[src/rtl/simd_dot_stream.sv]
// -----------------------------------------------------------------------------
// simd_dot_stream
//
// Streaming front end for the SIMD dot-product datapath. Each accepted pair of
// packed 32-bit operand words is reduced to an unsigned lane-wise dot product
// (lane width selected by the mode), registered into a one-stage pipe, and
// summed into a wrapping accumulator. Once the programmed number of words has
// been accepted and the pipe has drained, the accumulated value is offered on
// a valid/ready result port.
//
// Parameters
//   ACC_W  accumulator / out_data width (must be >= 34)
//   LEN_W  width of cfg_len (vector length in words)
//
// Ports
//   clk        rising-edge clock
//   rst        synchronous reset, active-high
//   cfg_mode   lane mode: 0=int2 (16 lanes), 1=int4 (8), 2=int8 (4), 3=int16 (2)
//   cfg_len    vector length in word pairs, latched on start
//   start      one-cycle pulse, honoured only in IDLE
//   busy       high whenever the block is not IDLE
//   in_valid   operand word pair valid
//   in_ready   operand word pair accepted when high together with in_valid
//   in_a       packed operand A
//   in_b       packed operand B
//   out_valid  result valid, held until out_ready
//   out_ready  consumer accepts the result
//   out_data   accumulated dot product, modulo 2^ACC_W
//   out_ovf    sticky: accumulator carried out of ACC_W during this operation
// -----------------------------------------------------------------------------
module simd_dot_stream #(
    parameter int ACC_W = 48,
    parameter int LEN_W = 16
) (
    input  logic             clk,
    input  logic             rst,
    input  logic [1:0]       cfg_mode,
    input  logic [LEN_W-1:0] cfg_len,
    input  logic             start,
    output logic             busy,
    input  logic             in_valid,
    output logic             in_ready,
    input  logic [31:0]      in_a,
    input  logic [31:0]      in_b,
    output logic             out_valid,
    input  logic             out_ready,
    output logic [ACC_W-1:0] out_data,
    output logic             out_ovf
);

    typedef enum logic [1:0] {
        S_IDLE,
        S_RUN,
        S_DRAIN,
        S_DONE
    } state_t;

    state_t            state;
    logic [1:0]        mode_q;
    logic [LEN_W-1:0]  len_q;
    logic [LEN_W-1:0]  count;
    logic [LEN_W-1:0]  count_next;
    logic              in_ready_q;
    logic              out_valid_q;
    logic              p1_valid;
    logic [32:0]       p1_dp;
    logic [32:0]       word_dp;
    logic [ACC_W-1:0]  acc;
    logic [ACC_W:0]    acc_sum;
    logic              ovf_q;

    // Unsigned lane-wise dot product of one word pair. 33 bits covers the
    // worst case, two int16 lanes of (2^16-1)^2 each.
    function automatic logic [32:0] dot_word(input logic [1:0]  mode,
                                             input logic [31:0] a,
                                             input logic [31:0] b);
        logic [32:0] sum;
        // NOTE: give every combinationally computed variable a value before any
        // branch; a path that leaves it unassigned would infer a latch.
        sum = '0;
        case (mode)
            2'd0: for (int i = 0; i < 16; i++)
                      sum += 33'(a[2*i +: 2]) * 33'(b[2*i +: 2]);
            2'd1: for (int i = 0; i < 8; i++)
                      sum += 33'(a[4*i +: 4]) * 33'(b[4*i +: 4]);
            2'd2: for (int i = 0; i < 4; i++)
                      sum += 33'(a[8*i +: 8]) * 33'(b[8*i +: 8]);
            default: for (int i = 0; i < 2; i++)
                      sum += 33'(a[16*i +: 16]) * 33'(b[16*i +: 16]);
        endcase
        return sum;
    endfunction

    assign word_dp    = dot_word(mode_q, in_a, in_b);
    assign count_next = count + LEN_W'(1);
    // One extra bit captures the carry out of the accumulator for out_ovf.
    assign acc_sum    = {1'b0, acc} + (ACC_W+1)'(p1_dp);

    always_ff @(posedge clk) begin
        // NOTE: all state here is updated with non-blocking assignments so every
        // register samples the pre-edge values of the others.
        if (rst) begin
            state       <= S_IDLE;
            mode_q      <= '0;
            len_q       <= '0;
            count       <= '0;
            in_ready_q  <= 1'b0;
            out_valid_q <= 1'b0;
            p1_valid    <= 1'b0;
            p1_dp       <= '0;
            acc         <= '0;
            ovf_q       <= 1'b0;
        end else begin
            p1_valid <= 1'b0;

            // The pipe stage is folded into the accumulator whenever it holds
            // a word, independent of the control state (covers RUN and DRAIN).
            if (p1_valid) begin
                acc <= acc_sum[ACC_W-1:0];
                if (acc_sum[ACC_W])
                    ovf_q <= 1'b1;
            end

            case (state)
                S_IDLE: begin
                    if (start) begin
                        mode_q <= cfg_mode;
                        len_q  <= cfg_len;
                        acc    <= '0;
                        count  <= '0;
                        ovf_q  <= 1'b0;
                        if (cfg_len == '0) begin
                            state       <= S_DONE;
                            out_valid_q <= 1'b1;
                        end else begin
                            state      <= S_RUN;
                            in_ready_q <= 1'b1;
                        end
                    end
                end

                // in_ready stays registered: it is high for the whole of RUN
                // (count < len there) and drops on the edge taking the last word.
                S_RUN: begin
                    if (in_valid && in_ready_q) begin
                        p1_dp    <= word_dp;
                        p1_valid <= 1'b1;
                        count    <= count_next;
                        if (count_next == len_q) begin
                            in_ready_q <= 1'b0;
                            state      <= S_DRAIN;
                        end
                    end
                end

                // The last word sits in P1 during this cycle and is added on
                // the edge that leaves DRAIN.
                S_DRAIN: begin
                    state       <= S_DONE;
                    out_valid_q <= 1'b1;
                end

                S_DONE: begin
                    if (out_ready) begin
                        state       <= S_IDLE;
                        out_valid_q <= 1'b0;
                    end
                end

                default: state <= S_IDLE;
            endcase
        end
    end

    assign busy      = (state != S_IDLE);
    assign in_ready  = in_ready_q;
    assign out_valid = out_valid_q;
    assign out_data  = acc;
    assign out_ovf   = ovf_q;

endmodule

[config.mk]
export PLATFORM = sky130hd
export DESIGN_NAME = simd_dot_stream
export DESIGN_NICKNAME = d
export VERILOG_FILES = /design/src/rtl/simd_dot_stream.sv
export SDC_FILE = /design/constraint.sdc
export NUM_CORES = 2
export LEC_CHECK = 0
export ABC_AREA = 1
export BUFFER_PORTS_ARGS = -buffer_cell sky130_fd_sc_hd__buf_2
export CAP_MARGIN = 5
export CORE_ASPECT_RATIO = 0.6
export CORE_UTILIZATION = 55
export CTS_CLUSTER_SIZE = 40
export DETAILED_ROUTE_END_ITERATION = 6
export PLACE_DENSITY = 0.75
export SYNTH_ARGS = -nofsm -noshare
export SYNTH_HDL_FRONTEND = slang
export SYNTH_SLANG_ARGS = --single-unit
export TNS_END_PERCENT = 10
[constraint.sdc]
create_clock -name clk -period 7.4 [get_ports clk]
set_clock_uncertainty 0.1 [all_clocks]
set_input_delay 1.11 -clock clk [delete_from_list [all_inputs] [get_ports clk]]
set_output_delay 1.11 -clock clk [all_outputs]
set_load 0.1 [all_outputs]
# == Word-level counts from Yosys, hierarchy flattened ==
# Cells that the tools add are included.
# classes
multipliers,30
reduce_logical,14
n_bitwise,1
n_eq_ne,12
order_cmp,0
n_shift,0
div,0
addsub,28
n_mux,27
# op_table
operator,n
$mux 48,3
$pmux 33 s3,1
$mul 16x16->32,2
$mul 2x2->4,16
$mul 4x4->8,8
$mul 8x8->16,4
$add 48x33->49,1
$add 32x32->33,1
$mux 16,2
$pmux 16 s2,1
$add 18x16->19,1
$add 18x4->19,1
$add 17x16->18,1
$add 17x4->18,1
$add 16x16->17,1
$add 16x4->17,1
$add 15x4->16,1
$add 16x1->16 const B,1
$eq 16x16->1,1
$logic_not 16->1,1
$add 14x4->15,1
$add 14x8->15,1
$add 13x4->14,1
$add 13x8->14,1
32 further kinds,59
# totals
ff_bits,121
mem_count,0
romBits,0
in_bits,87
ramBits,0
elab_cells,122
latch_bits,0

# == Logic depth before layout (Yosys ltp) ==
# logic_depth
depth_word,17
depth_mapped,32

# == Worst setup path before layout ==
# No wires, ideal clock.
# synth_timing
kind,in2reg
start,in in_b[2]
end,reg p1_dp[20]
setup_slack_ps,-147
arrival_ps,7315
t_required_ps,7168
cell_stages,25
path_buffers,2
cell_sequence,clkbuf_1 clkbuf_1 nand2_1 fa_1 inv_1 fa_1 inv_1 fa_1 fa_1 fa_1 inv_1 fa_1 fa_1 inv_1 fa_1 inv_1 ha_1 nand2_1 nor2_1 nand4_1 o21ai_0 a21boi_0 or2_2 nand3_1 a21oi_1
# synth_via
elab_chain_cells,3
# synth_rtl
item,line,text
from (decl),44,"input logic [31:0] in_b,"
$mul 16x16->32,89,sum += 33'(a[16*i +: 16]) * 33'(b[16*i +: 16]);
$add 32x32->33,89,
$pmux 33 s3,81,case (mode)
to (signal assigned),146,p1_dp <= word_dp;
to (decl),66,logic [32:0] p1_dp;
# No other way between the ends.
# A chain may end at the register's enable or synchronous reset.

# == Worst setup path in the final report ==
# layout_timing
start,in in_a[27]
end,reg p1_dp[25]
# layout_via
elab_chain_cells,3
# layout_rtl
item,line,text
from (decl),43,"input logic [31:0] in_a,"
$mul 16x16->32,89,
$add 32x32->33,89,
$pmux 33 s3,81,
# No other way between the ends.

==> impl_metrics.env <==
export IMPL_status="finished, violations left"
export IMPL_failed_checks="setup timing"
export IMPL_timing_final_hold_violations=0
export IMPL_synth_top_family_by_area="adder cells"
export IMPL_overflow=0
export IMPL_slew_limit_headroom_pct=13.5
export IMPL_dieArea_um2=71300
export IMPL_drc=0
export IMPL_htree_levels=4
export IMPL_antenna_left=0
export IMPL_path_class="in -> reg"
export IMPL_min_path_type="reg -> reg"
export IMPL_synthTopCellsByArea="fa_1 (41%), ha_1 (15%), inv_1 (15%), nand2_1 (9.0%), dfxtp_1 (6.3%)"
export IMPL_worst_ep_arrival_time_ps=7660
export IMPL_syn_area_per_cell_um2=7.90
export IMPL_synthesis_nets=6230
export IMPL_rows=74
export IMPL_firstDrtPassIters=7
export IMPL_critPathLaunchType="primary input"
export IMPL_port_buffers=138
export IMPL_clk_pin_slew_ps=50
export IMPL_track_usage_pct=46.3
export IMPL_fillerInstances=5878
export IMPL_synth_area_um2=38600
export IMPL_fin_nets=6876
export IMPL_start_util_pct=56.2
export IMPL_core_um2=68700
export IMPL_grt_max_degree=47
export IMPL_fp_dieW_um=344
export IMPL_slew_violations=0
export IMPL_cts_hold_buf=0
export IMPL_setup_viol=6
export IMPL_synth_adder_area_share_pct=56.0
export IMPL_cp_max_fo=7
export IMPL_synth_xor_area_share_pct=0.690
export IMPL_fin_crit_sh_pct=100
export IMPL_clockBufferDepth=3
export IMPL_ys_ff_latch=121
export IMPL_hpwl_um=145000
export IMPL_cp_slowest_cell="fa_2"
export IMPL_routedWlPerCell_um=25.1
export IMPL_antenna_found_initial=1
export IMPL_synth_top_cell_area_share_pct=40.9
export IMPL_worst_pin_slew_ps=1300
export IMPL_critPathMaxStageDelay_ps=610
export IMPL_clock_latency_ps=500
export IMPL_yosysTopAreaCell="fa_1"
export IMPL_cp_end_kind="flip-flop"
export IMPL_synth_cell_types=50
export IMPL_cap_violations=0
export IMPL_die_h_um=207
export IMPL_drive_above_1_share_pct=18.7
export IMPL_cts_tree="built"
export IMPL_synth_compound_area_share_pct=6.30
export IMPL_yosysSeqAreaShare_pct=6.27
export IMPL_grt_pass1_wl_um=233000
export IMPL_synth_mux_area_share_pct=0
export IMPL_worst_slack_ps=-35.0
export IMPL_cts_root_buffer="clkbuf_16"
export IMPL_syn2layout_area_growth_pct=20.7
export IMPL_yosys_area_share_simple_pct=14.5
export IMPL_hold_slack_ps=370
export IMPL_drt_wl_total_um=162000
export IMPL_path_delay_family="adder cells"
export IMPL_yosys_warnings=0
export IMPL_crit_buf_inv=9
export IMPL_grt_pass1_vias=34500
export IMPL_vias=35100
export IMPL_synthCells=4887
export IMPL_first_iter_violations=4320
export IMPL_vias_per_cell=5.43
export IMPL_min_period_ps=7440
export IMPL_fmaxAchievable_mhz=134
export IMPL_cts_buffers=25
export IMPL_rsz0062_at_grt="true"
export IMPL_cts_sinks=121
export IMPL_io_pins=139
export IMPL_required_ps=7630
export IMPL_finalWeightedCongestion=1.13
[flip-flops by register name, indices dropped and copies added (netlist names)]
| register | flops |
|---|---|
| p1_valid | 1 |
| in_ready | 1 |
| out_data | 48 |
| out_valid | 1 |
| mode_q | 2 |
| out_ovf | 1 |
| count | 16 |
| len_q | 16 |
| p1_dp | 33 |
| state | 2 |
[cell usage in the layout (no fill, tap or decap), types with 6 or more instances in the layout]
| cell type | count |
|---|---|
| nand4_1 | 12 |
| clkbuf_16 | 25 |
| nand3b_1 | 11 |
| inv_1 | 1472 |
| inv_2 | 27 |
| dfxtp_1 | 120 |
| fa_2 | 51 |
| o211ai_1 | 22 |
| nor4_1 | 10 |
| ha_1 | 453 |
| o21ai_2 | 13 |
| xor2_1 | 18 |
| buf_12 | 21 |
| xnor2_1 | 7 |
| buf_2 | 107 |
| ha_4 | 13 |
| nand2_1 | 909 |
| clkbuf_4 | 14 |
| a21oi_2 | 21 |
| buf_6 | 19 |
| a31oi_1 | 6 |
| buf_4 | 616 |
| nor2_1 | 207 |
| nor3_2 | 6 |
| or2_2 | 12 |
| nand3_2 | 9 |
| a21boi_0 | 7 |
| fa_1 | 737 |
| nor3_1 | 17 |
| o21ai_1 | 21 |
| a21o_1 | 11 |
| o21ai_0 | 107 |
| a21oi_1 | 172 |
| o21bai_1 | 10 |
| nor2_4 | 10 |
| o21a_1 | 12 |
| nor2_2 | 15 |
| nand3_1 | 139 |
| nand2_2 | 19 |
[worst paths after layout]
| path | from | endpoint | slack, ps | cells past startpoint |
|---|---|---|---|---|
| hold / removal | len_q[9] | len_q[9] | 370 | 2 |
| hold reg to reg | len_q[9] | len_q[9] | 370 | 2 |
| setup / recovery | in_a[27] | p1_dp[25] | -40 | 25 |
| setup reg to reg | p1_dp[0] | out_data[32] | 3730 | 11 |
[per-layer routing]
metal | up-vias | global-route usage (%) | routed length, µm
met4 | 6 | 5.72 | 2640
met5 | - | 4.50 | 545
met2 | 2346 | 50.7 | 52300
li1 | 15600 | - | -
met1 | 16900 | 69.0 | 69900
met3 | 182 | 36.4 | 36400
[what timing repair did]
item / CTS / global route
pin swaps: 19 / 77
gates cloned: 0 / 0
endpoints found under the setup margin: 23 / 28
gates resized for setup: 103 / 199
buffers inserted: 0 / 9
[cells in the mapped netlist, drive strengths merged]
library cell	number
o2111ai	2
o22ai	1
a31oi	7
xor2	18
inv	1500
nand2	932
nor4	10
fa	788
a21o	11
o32ai	1
o211ai	22
nand3	148
and2	2
o21a	13
o211a	1
and3	1
o21ai	143
nor3b	1
nand3b	11
nand4	12
clkbuf	157
a221oi	1
a41oi	4
xnor2	7
or2	13
ha	468
buf	5
o31ai	1
dfxtp	121
o21bai	11
nor3	24
xor3	1
o221ai	1
nor2	232
a211oi	5
a21boi	13
xnor3	1
a21oi	198
[cells by family (layout without fill, tap and decap cells)]
kind of cell,Yosys count,in the layout
buffers and inverters,1662,2314
AND/OR/NAND/NOR,1386,1386
adder cells (fa/ha/maj),1256,1256
AO/OA/AOI/OAI,435,435
flip-flops,121,121
XOR/XNOR,27,27
other,0,3
[metrics by stage]
| step | util, % | setup TNS (ps) | std cells | instance area [µm²] | setup slack (ps) |
|---|---|---|---|---|---|
| final | 67.8 | -156 | 6454 | 46600 | -35.0 |
| after global routing | 67.8 | -3310 | 6451 | 46600 | -195 |
| after CTS | 66.8 | -19.4 | 6442 | 45900 | -19.4 |
| after detailed placement | 65.3 | -18690 | 6409 | 44900 | -1010 |
| after global placement | 65.3 | -17960 | 6409 | 44900 | -1040 |
| after floorplan | - | -38.7 | 4887 | 38600 | -38.7 |
[tightest hold or removal path: cells and delay by family (launching register included)]
family	cells	cell delay, ps
AOI/OAI and AO/OA	1	50
buffers and inverters	1	60
DFF	1	300
[cell type report]
type,count,area (µm²),share of cell area (%)
antenna,3,7.51,0.0161
sequential,121,2420,5.20
clock inverter,4,20.0,0.0430
clock buffer,29,671,1.44
tap,912,1140,2.45
inverter,1500,5630,12.1
timing repair buffer,781,5960,12.8
multi-input combinational,3104,30700,66.0
Power is left out: the tool's default activity adds up to more than one toggle a clock period on the data nets, which glitch-free logic cannot reach.
